==> src/rtl/rv32i_types.sv <==
// Shared RV32I type definitions used by the pipeline and predictor state elements.
package rv32i_types;

  typedef logic [31:0] rv32i_word;

endpackage

==> src/rtl/reg_parity_gen.sv <==
// Parity helper for load_register.
// Generates the parity bit to store on a load, and flags a mismatch between the stored data and the stored parity.
module reg_parity_gen #(
  parameter int width = 32
) (
  input  logic [width-1:0] data_in,
  input  logic [width-1:0] data_q,
  input  logic             parity_q,
  output logic             parity_next,
  output logic             parity_err
);

  assign parity_next = ^data_in;
  assign parity_err  = (^data_q) != parity_q;

endmodule

==> src/rtl/load_register.sv <==
// Generic width-bit register with synchronous load and asynchronous active-high reset.
// Optional hidden parity bit and parity_err output when LOAD_REGISTER_PARITY_EN is defined.
module load_register
  import rv32i_types::*;
#(
  parameter int               width     = 32,
  parameter logic [width-1:0] RESET_VAL = '0
) (
  input  logic             clk,
  input  logic             reset,
  input  logic             load,
  input  logic [width-1:0] in,
`ifdef LOAD_REGISTER_PARITY_EN
  output logic             parity_err,
`endif
  output logic [width-1:0] out
);

  // The initializer gives a known value when reset is tied low.
  logic [width-1:0] data = RESET_VAL;

  // Ternary rather than if: an X on load corrupts data instead of silently holding.
  always_ff @(posedge clk or posedge reset) begin
    if (reset) data <= RESET_VAL;
    else       data <= load ? in : data;
  end

  assign out = data;

`ifdef LOAD_REGISTER_PARITY_EN
  logic parity_q = ^RESET_VAL;
  logic parity_next;

  reg_parity_gen #(.width(width)) u_parity (
    .data_in     (in),
    .data_q      (out),
    .parity_q    (parity_q),
    .parity_next (parity_next),
    .parity_err  (parity_err)
  );

  always_ff @(posedge clk or posedge reset) begin
    if (reset) parity_q <= ^RESET_VAL;
    else       parity_q <= load ? parity_next : parity_q;
  end
`endif

endmodule

==> config.mk <==
export PLATFORM = sky130hd
export DESIGN_NAME = load_register
export DESIGN_NICKNAME = d
export VERILOG_FILES = /design/src/rtl/rv32i_types.sv /design/src/rtl/reg_parity_gen.sv /design/src/rtl/load_register.sv
export SDC_FILE = /design/constraint.sdc
export NUM_CORES = 1
export LEC_CHECK = 0
export BUFFER_PORTS_ARGS = -buffer_cell sky130_fd_sc_hd__buf_4
export CAP_MARGIN = 10
export CORE_UTILIZATION = 48
export CTS_CLUSTER_SIZE = 30
export DETAILED_ROUTE_END_ITERATION = 12
export PLACE_DENSITY = 0.94
export RECOVER_POWER = 50
export SETUP_SLACK_MARGIN = 0.5
export SLEW_MARGIN = 10
export SYNTH_ARGS = -nofsm -noshare
export SYNTH_HDL_FRONTEND = slang
export SYNTH_SLANG_ARGS = --single-unit
==> constraint.sdc <==
create_clock -name clk -period 2.05 [get_ports clk]
set_clock_uncertainty 0.05 [all_clocks]
set_input_delay 0.1025 -clock clk [delete_from_list [all_inputs] [get_ports clk]]
set_output_delay 0.1025 -clock clk [all_outputs]
set_load 0.03 [all_outputs]
* Word-level counts from Yosys, hierarchy flattened *
Index checks and enable logic that the tools add are counted.

storage, ports and cells
  word-level logic and storage cells = 1
  register bits after elaboration = 32
  input bits = 35

* Logic depth before layout (Yosys ltp) *
  depth after elaboration = 0
  mapped depth = 3
  gate-level depth less buffers = 1

* Worst setup path after synthesis *
No wires, ideal clock.

  kind = register -> register
  start point = register, netlist name out[0]
  end point = register data[0] (netlist: out[0])
  clock period less this slack = 0.939 ns
  setup time = 0.125 ns
  path buffers = 0
  cell stages (with the launch flop) = 2
  arrival time = 0.764 ns
  slack = 1.111 ns
  required time = 1.875 ns
  cell sequence = dfrtp_1 -> mux2_4

RTL lines
  element               RTL line             RTL
  end signal, assigned  load_register.sv:25  else data <= load ? in : data;
  end, declared         load_register.sv:20  logic [width-1:0] data = RESET_VAL;

==> metrics.md <==
| Metric | Value |
|---|---|
| Synth top area share | 59.4% |
| Count leader, synth | dfrtp_1 |
| H-tree depth | 2 |
| Largest net degree at the start of global routing | 33 |
| FMAX | 0.886 GHz |
| Core region area | 2570 um2 |
| Sw Pwr | 461 uW |
| Worst Reg-to-Reg Cells | 1 |
| Post-DP HPWL | 1800 um |
| Setup bufs post-CTS | 0 |
| Crit path kind | primary input to asynchronous set/reset pin |
| Routed Antenna Nets | 0 |
| Mapped Area | 1350 um2 |
| Drt total wl | 3220 um |
| R2R Path End | out[5]$_DFFE_PP0P_ |
| Die ar. | 3030 um2 |
| Hold path startpoint | load |
| Syn Inst Count | 69 |
| Area contributors post-synth | dfrtp_1 (59%), mux2_4 (33%), buf_12 (4.5%) |
| Post-route cell area | 2140 um2 |
| Routability cong. | 0.630 |
| Combinational power share | 29.9% |
| Vias in the first global route | 985 |
| Seq pwr share | 48.6% |
| Pwr/cell area | 704 nW/um2 |
| Max reg flops | 32 |
| Synthesis-to-layout area growth | 58.9% |
| Max_slew headroom | 48.9% |
| Top delay family on crit path | buffers and inverters |
| #FFs+latches synth | 32 |
| Total grt overflow | 0 |
| Final hold violation count | 0 |
| Detailed Routing Iterations Pass 1 | 2 |
| Hold path cells | 2 |
| Register area share after synthesis | 59.4% |
| Slowest CP cell | clkbuf_2 |
| IO Port Bufs | 66 |
| FP Rows | 18 |
| Final setup fails | 0 |
| Clk root buf | clkbuf_4 |
| Fin. max-slew vios | 0 |
| Mapped Avg Cell Area | 19.5 um2 |
| Clk Latency, worst-skew pair | 0.32 ns |
| Worst path required time | 2.37 ns |
| TritonCTS Buffers | 5 |
| Leakage | 0.00106 uW |
| Avg WL per Cell | 16.0 um |
| Clock share of power | 21.6% |
| Post-synth cell types | 6 |
| TNS Setup | 0 ns |
| Area after DPL | 1820 um2 |
| Max Cap Viol | 0 |
| Synth Warn # | 0 |
| Reg clk slew, reported paths | 0.09 ns |
| Synth Flop Type | dfrtp_1 |
| Largest fanout on the critical path | 32 |
| Die width | 55.0 um |
| Reg2reg start | out[5]$_DFFE_PP0P_ |
| Hold Path Class | primary input to flip-flop |
| Worst Setup Start Kind | primary input |
| CTS max path bufs | 2 |
| Gr usage total | 24.1% |
| Drc violations | 0 |
| RSZ-0062 raised after global routing | false |
| Min-Delay Endpoint | out[3]$_DFFE_PP0P_ |
| Vias per std cell | 4.71 |
| Clock Sinks | 32 |
| Crit path DAT | 1.45 ns |
| Layout cells sized above 1 | 53.5% |
| Crit. path cell count | 4 |
| # IOs | 67 |
| Number of diodes | 0 |
| Maximum VDD drop | 0.555 mV |
| Status | completed |
| CP Capture Type | asynchronous set/reset pin |
| Fraction of registers with async set/reset | 100% |
| Net Sw Frac | 30.5% |
| Crit path buf inv count | 4 |
| Via Count | 951 |
| Initial Utilization | 52.5% |
| CP Cell Sequence | dlygate4sd3_1 > clkbuf_4 > inv_1 > clkbuf_2 |
| Fin crit share | 55.1% |
| CTS tree | built |
| Slew @ Worst Pin | 0.767 ns |
| Commonest cells in the synthesized netlist | dfrtp_1 (32), mux2_4 (30), buf_12 (3), mux2_2 (2) |
| Final min period | 1.13 ns |
| Post-synth EDFFs | 0 |
| Initial DRC Count | 3 |
| R2r setup slk | 1.18 ns |
| First-pass GRT wire length | 4730 um |
| Syn nets | 104 |
| Synth area leader | dfrtp_1 |
| Initial antenna violation count | 0 |
| Post-layout util | 83.5% |
| Final nets | 207 |
| Slowest stage delay, CP | 0.60 ns |
| Cell Int Power | 1050 uW |
| Chip height | 55.0 um |
## per-layer routing
layer  vias up  track usage (%)  wire [um]
li1        442                -          -
met5         -                0          0
met2        48             43.2       1720
met3         2             9.29        215
met4         0             7.92         12
met1       459             25.8       1270
## what timing repair did
action / in CTS / in global routing
hold buffers: 33 / 0
resized for setup: 0 / 0
hold endpoints to repair: 64 / 0
## worst max-delay path by stage
stage | start | end | slack, ns
floorplan | out[0]$_DFFE_PP0P_ | out[0]$_DFFE_PP0P_ | 1.11
global placement | load | out[11]$_DFFE_PP0P_ | 0.94
detailed placement | load | out[11]$_DFFE_PP0P_ | 0.91
CTS | out[0]$_DFFE_PP0P_ | out[0] | 0.98
global route | reset | out[14]$_DFFE_PP0P_ | 0.76
finish | reset | out[6]$_DFFE_PP0P_ | 0.92
## logic make-up (layout without fill, tap and decap cells)
group	count (synthesis)	after routing	synth area share, %
muxes	32	32	35.1
DFF	32	32	59.4
buffers and inverters	5	108	5.57
## cells in the final DEF (no fill, tap or decap), drive strengths merged
master       count
clkbuf          24
mux2            32
buf             49
dfrtp           32
clkinv           1
dlygate4sd3     33
inv              1
## through the flow
stage	worst slack, ns	cells	hold WS [ns]	total power (uW)
final	0.921	202	0.274	1510
after global routing	0.759	202	0.265	1580
after CTS	0.976	202	0.286	1540
after detailed placement	0.912	162	0.164	1170
after global placement	0.937	162	0.158	1160
after floorplan	1.11	69	0.169	1010
## power by group through the flow
| stage | clock network [uW] | registers [uW] | logic, uW |
|---|---|---|---|
| floorplan | 0 | 867 | 139 |
| global placement | 0 | 741 | 416 |
| detailed placement | 0 | 745 | 423 |
| CTS | 335 | 734 | 474 |
| global route | 369 | 741 | 475 |
| finish | 325 | 733 | 451 |
## area by class of cell
cell class / count / area [um2]
Clock buffer: 6 / 41.3
Timing Repair Buffer: 100 / 831
Inverter: 1 / 3.75
Fill cell: 150 / 424
Sequential cell: 32 / 801
Multi-Input combinational cell: 32 / 424
Clock inverter: 1 / 5.00
Tap cell: 30 / 37.5
No activity file was read; power rests on OpenSTA's default activity.
